$ cat config.mk
export PLATFORM = sky130hd
export DESIGN_NAME = collision_detector
export DESIGN_NICKNAME = d
export VERILOG_FILES = /design/src/rtl/collision_detector.sv
export SDC_FILE = /design/constraint.sdc
export NUM_CORES = 1
export LEC_CHECK = 0
export ABC_AREA = 1
export CAP_MARGIN = 10
export CORE_UTILIZATION = 44
export CTS_CLUSTER_SIZE = 40
export DETAILED_ROUTE_END_ITERATION = 10
export MAX_ROUTING_LAYER = met4
export PLACE_DENSITY = 0.83
export SLEW_MARGIN = 20
export SYNTH_ARGS = -nofsm -noshare
export SYNTH_HDL_FRONTEND = slang
export SYNTH_SLANG_ARGS = --single-unit
export TNS_END_PERCENT = 20
$ cat constraint.sdc
create_clock -name clk -period 5.8 [get_ports clk]
set_clock_uncertainty 0.15 [all_clocks]
set_input_delay 1.16 -clock clk [delete_from_list [all_inputs] [get_ports clk]]
set_output_delay 1.16 -clock clk [all_outputs]
set_load 0.01 [all_outputs]
$ cat src/rtl/collision_detector.sv
// collision_detector: sequential scan of the obstacle slots against an inset
// T-rex bounding box. One slot is evaluated per cycle after a check pulse; the
// first overlapping active slot latches a sticky crash and its index.
module collision_detector #(
   parameter int MAX_OBSTACLES = 7,
   parameter int BOX_INSET     = 4
) (
   input  logic                          clk,
   input  logic                          rst,
   input  logic                          check,
   input  logic                          clear,
   input  logic signed [10:0]            trex_x_pos,
   input  logic [9:0]                    trex_y_pos,
   input  logic [9:0]                    trex_width,
   input  logic [9:0]                    trex_height,
   input  logic [MAX_OBSTACLES-1:0]      obstacle_start,
   input  logic [MAX_OBSTACLES*11-1:0]   obstacle_x_pos,
   input  logic [MAX_OBSTACLES*10-1:0]   obstacle_y_pos,
   input  logic [MAX_OBSTACLES*10-1:0]   obstacle_width,
   input  logic [MAX_OBSTACLES*10-1:0]   obstacle_height,
   output logic                          busy,
   output logic                          done,
   output logic                          crash,
   output logic [2:0]                    hit_index
);

   typedef enum logic [1:0] {ST_IDLE, ST_SCAN, ST_DONE, ST_CRASHED} state_t;

   localparam logic signed [12:0] INSET13  = 13'(BOX_INSET);
   localparam logic [9:0]         INSET2   = 10'(2 * BOX_INSET);
   localparam logic [2:0]         LAST_IDX = 3'(MAX_OBSTACLES - 1);

   state_t             state_reg, state_next;
   logic [2:0]         idx_reg, idx_next;
   logic               crash_reg, crash_next;
   logic [2:0]         hit_index_reg, hit_index_next;
   logic signed [12:0] bx_reg, bx_next;
   logic signed [12:0] by_reg, by_next;
   logic [9:0]         bw_reg, bw_next;
   logic [9:0]         bh_reg, bh_next;

   // Per-slot operands widened to the common 13-bit signed arithmetic width:
   // x is sign-extended (obstacles may hang off the left edge), the rest are
   // zero-extended.
   logic signed [12:0] slot_x [MAX_OBSTACLES];
   logic signed [12:0] slot_y [MAX_OBSTACLES];
   logic signed [12:0] slot_w [MAX_OBSTACLES];
   logic signed [12:0] slot_h [MAX_OBSTACLES];

   genvar gi;
   generate
      for (gi = 0; gi < MAX_OBSTACLES; gi++) begin : g_slot
         assign slot_x[gi] = {{2{obstacle_x_pos[gi*11+10]}}, obstacle_x_pos[gi*11 +: 11]};
         assign slot_y[gi] = {3'b000, obstacle_y_pos[gi*10 +: 10]};
         assign slot_w[gi] = {3'b000, obstacle_width[gi*10 +: 10]};
         assign slot_h[gi] = {3'b000, obstacle_height[gi*10 +: 10]};
      end
   endgenerate

   logic signed [12:0] cur_x, cur_y, cur_w, cur_h;
   logic               cur_start;
   logic signed [12:0] bw_ext, bh_ext;
   logic signed [12:0] trex_x_ext, trex_y_ext;
   logic               slot_hit;

   assign cur_x     = slot_x[idx_reg];
   assign cur_y     = slot_y[idx_reg];
   assign cur_w     = slot_w[idx_reg];
   assign cur_h     = slot_h[idx_reg];
   assign cur_start = obstacle_start[idx_reg];

   assign bw_ext     = {3'b000, bw_reg};
   assign bh_ext     = {3'b000, bh_reg};
   assign trex_x_ext = {{2{trex_x_pos[10]}}, trex_x_pos};
   assign trex_y_ext = {3'b000, trex_y_pos};

   // Strict overlap: boxes that merely share an edge do not collide.
   assign slot_hit = cur_start
                     && (cur_w != 13'sd0) && (cur_h != 13'sd0)
                     && (bw_reg != 10'd0) && (bh_reg != 10'd0)
                     && (bx_reg < cur_x + cur_w) && (cur_x < bx_reg + bw_ext)
                     && (by_reg < cur_y + cur_h) && (cur_y < by_reg + bh_ext);

   // State and datapath registers.
   always_ff @(posedge clk or negedge rst) begin
      if (!rst) begin
         state_reg     <= ST_IDLE;
         idx_reg       <= 3'd0;
         crash_reg     <= 1'b0;
         hit_index_reg <= 3'd0;
         bx_reg        <= '0;
         by_reg        <= '0;
         bw_reg        <= '0;
         bh_reg        <= '0;
      end else begin
         state_reg     <= state_next;
         idx_reg       <= idx_next;
         crash_reg     <= crash_next;
         hit_index_reg <= hit_index_next;
         bx_reg        <= bx_next;
         by_reg        <= by_next;
         bw_reg        <= bw_next;
         bh_reg        <= bh_next;
      end
   end

   // Next-state logic: snapshot box on check, walk slots, abort on first hit;
   // clear overrides everything else.
   always_comb begin
      state_next     = state_reg;
      idx_next       = idx_reg;
      crash_next     = crash_reg;
      hit_index_next = hit_index_reg;
      bx_next        = bx_reg;
      by_next        = by_reg;
      bw_next        = bw_reg;
      bh_next        = bh_reg;

      case (state_reg)
         ST_IDLE: begin
            if (check) begin
               bx_next    = trex_x_ext + INSET13;
               by_next    = trex_y_ext + INSET13;
               bw_next    = (trex_width  > INSET2) ? (trex_width  - INSET2) : 10'd0;
               bh_next    = (trex_height > INSET2) ? (trex_height - INSET2) : 10'd0;
               idx_next   = 3'd0;
               state_next = ST_SCAN;
            end
         end
         ST_SCAN: begin
            if (slot_hit) begin
               crash_next     = 1'b1;
               hit_index_next = idx_reg;
               state_next     = ST_DONE;
            end else if (idx_reg == LAST_IDX) begin
               state_next = ST_DONE;
            end else begin
               idx_next = idx_reg + 3'd1;
            end
         end
         ST_DONE: begin
            state_next = crash_reg ? ST_CRASHED : ST_IDLE;
         end
         default: begin
            state_next = ST_CRASHED;
         end
      endcase

      if (clear) begin
         crash_next     = 1'b0;
         hit_index_next = 3'd0;
         idx_next       = 3'd0;
         state_next     = ST_IDLE;
      end
   end

   assign busy      = (state_reg == ST_SCAN);
   assign done      = (state_reg == ST_DONE);
   assign crash     = crash_reg;
   assign hit_index = hit_index_reg;

endmodule

==> results.json <==
{
  "grt_start_max_net_pins": 70,
  "rows": 49,
  "cts_sinks": 52,
  "grt_pass1_wl_um": 46600,
  "seq_area_frac_synth_pct": 16.1,
  "start_util_pct": 44.9,
  "cts_setup_buffers": 0,
  "first_pass_iters": 5,
  "avgSynthCellArea_um2": 5.97,
  "synth-compound-area-share_pct": 18.6,
  "period_share_pct": 94.1,
  "synthCells": 1350,
  "port_buffers": 344,
  "worst_path_max_delay_cell": "clkdlybuf4s50_1",
  "cp_data_arrival_time_ps": 5530,
  "synth_nets": 1782,
  "startpoint_type": "primary input",
  "place.gp.congestion": 1.02,
  "crit_path_frequent_cell": "nand2_1",
  "synthMuxAreaShare_pct": 0,
  "antenna_found_initial": 1,
  "die_y_um": 137,
  "synthFlopType": "dfrtp_1",
  "design.core.area_um2": 18000,
  "finalHoldViolCount": 0,
  "slew_headroom_pct": 37.2,
  "tightest_slew_ps": 937,
  "yosys_warnings": 0,
  "grt_pass1_vias": 9251,
  "post-route-cell-area_um2": 11900,
  "post-place-ws_ps": 27.7,
  "synth_edf_count": 0,
  "crit_path_max_incr_delay_ps": 450,
  "grtUsageTotal_pct": 33.0,
  "endpoint_kind": "flip-flop",
  "routed_wl_um": 30900,
  "syn_to_final_growth_pct": 47.8,
  "ys_top_cells_by_area": "dfrtp_1 16%, nand2_1 15%, ha_1 14%",
  "largest_register_ffs": 12,
  "synth-xor-area-share_pct": 5.32,
  "fin_hold_ws_ps": 377,
  "grt_setup_unrepaired": "yes",
  "ios": 345,
  "powerDensity_nw_per_um2": 446,
  "n_fill_cell": 1656,
  "vias_per_cell": 5.28,
  "synthArstFlopShare_pct": 100,
  "grt_overflow": 0,
  "hpwl_um": 25200,
  "root_buffer": "clkbuf_16",
  "tns_ps": 0,
  "worst_hold_path_type": "reg -> reg",
  "drv_cap": 0,
  "yosys.area.top_type": "dfrtp_1",
  "synth_top_family_by_area": "simple AND/OR/NAND/NOR gates",
  "synth.most_common_cell": "nand2_1",
  "ys_ff_latch": 52,
  "period_needed_ps": 5460,
  "insertion_delay_ps": 290,
  "yosys-top-cells-count": "314 x nand2_1, 207 x nor2_1, 173 x inv_1, 109 x o21ai_0, 89 x ha_1",
  "cts.path.max_buffers": 2,
  "worst_slack_ps": 344,
  "cts_buffers": 5,
  "wl_per_cell_um": 16.3,
  "status": "complete, no violations",
  "drive_gt1_share_pct": 3.42,
  "cts_tree": "built",
  "worst-setup-path-type": "in -> reg",
  "maxClockFrequency_ghz": 0.183,
  "fin_nets": 2096,
  "final_util_pct": 66.4,
  "synthSimpleGateAreaFrac_pct": 32.7,
  "regArea_um2": 1310,
  "drc_errors": 0,
  "leakagePower_nw": 5.71,
  "vias": 10000,
  "yosys.area_share.adder_pct": 14.8,
  "ant_nets": 0,
  "synth_area_um2": 8070,
  "ys_types": 40,
  "first_iter_violations": 634,
  "path_clk_slew_ps": 70,
  "dieArea_um2": 18900,
  "critPathMaxFanout": 5,
  "multiInputGateArea_um2": 5830,
  "slew_viol_final": 0,
  "peakVddDrop_mv": 0.212,
  "synth_top_area_share_pct": 16.1,
  "die_w_um": 137,
  "dpl_cell_area_um2": 11700,
  "h-tree-depth": 2,
  "setup_viol": 0,
  "critPathRequiredTime_ps": 5870
}
## layout make-up
cell class | instances | share of cell area (%)
timing repair buffer | 367 | 30.7
multi-input combinational | 1063 | 48.9
inverter | 175 | 5.52
antenna | 1 | 0.0210
clock buffer | 6 | 1.16
clock inverter | 2 | 0.325
sequential | 52 | 11.0
tap | 229 | 2.40
## logic make-up after synthesis
kind of cell    Yosys count
buf+inv                 235
flops                    52
fa+ha+maj                93
simple gates            648
compound gates          273
xor+xnor                 49
## cells in the final DEF, fill, tap and decap left out, types with 2 or more instances in the layout
cell and n:
xnor2_1 18, nor2_4 2, nor2_2 2, ha_1 87, a21o_1 3, a22o_1 2
fa_1 3, buf_4 19, or2_2 3, nand3_4 2, dfrtp_1 49, nor2_1 206
nand3b_1 2, clkbuf_16 5, dfrtp_2 2, nand3_1 86, xor2_1 31, o31ai_1 3
a21oi_1 52, o22ai_1 36, o21ai_0 107, a21oi_2 2, nor4_1 2, buf_12 4
a31oi_1 20, clkdlybuf4s50_1 343, nand2_1 313, o211ai_1 5, nand4_1 13, inv_1 173
o21ai_1 32, o21bai_1 6, nand2_2 3, nor3_1 11
## per-stage QoR
stage,instances,total power [mW]
CTS,1894,5.21
detailed placement,1886,4.83
floorplan,1350,3.66
finish,1895,5.31
global route,1895,5.97
global placement,1886,4.68
## final timing paths
kind	startpoint	endpoint	slack, ps	depth (start not counted)
max in group asynchronous	rst	idx_reg[0]$_DFFE_PN0P_	4150	2
max reg2reg	idx_reg[0]$_DFFE_PN0P_	idx_reg[1]$_DFFE_PN0P_	420	31
min	bw_reg[7]$_DFFE_PN0P_	bw_reg[7]$_DFFE_PN0P_	380	2
max	obstacle_x_pos[24]	idx_reg[1]$_DFFE_PN0P_	340	29
min reg2reg	bw_reg[7]$_DFFE_PN0P_	bw_reg[7]$_DFFE_PN0P_	380	2
min in group asynchronous	rst	bh_reg[5]$_DFFE_PN0P_	830	2
## critical path: cells and delay by family
kind                       cells  cell delay (ps)
and+or+nand+nor               15             1580
AOI/OAI and AO/OA             10             1620
adders and majority gates      2              670
buffers and inverters          2              490
## report_power, final
part           internal (mW)  leakage (nW)  switching, mW
logic                   1.76          4.98           2.48
registers              0.522         0.648          0.190
clock network          0.217        0.0871          0.141
total                   2.50          5.71           2.81
## metal layers
layer	share of wire [%]	global-route usage (%)	wire, um
met1	43	41.8	13400
met2	46	52.9	14200
met3	7.8	5.08	2400
met4	3.2	11.8	990
met5	0	-	0
## what timing repair did
action,in CTS,in global routing
setup endpoints to repair,0,9
hold buffers,0,0
gates resized for setup,0,14
No activity file was read; power rests on OpenSTA's default activity.
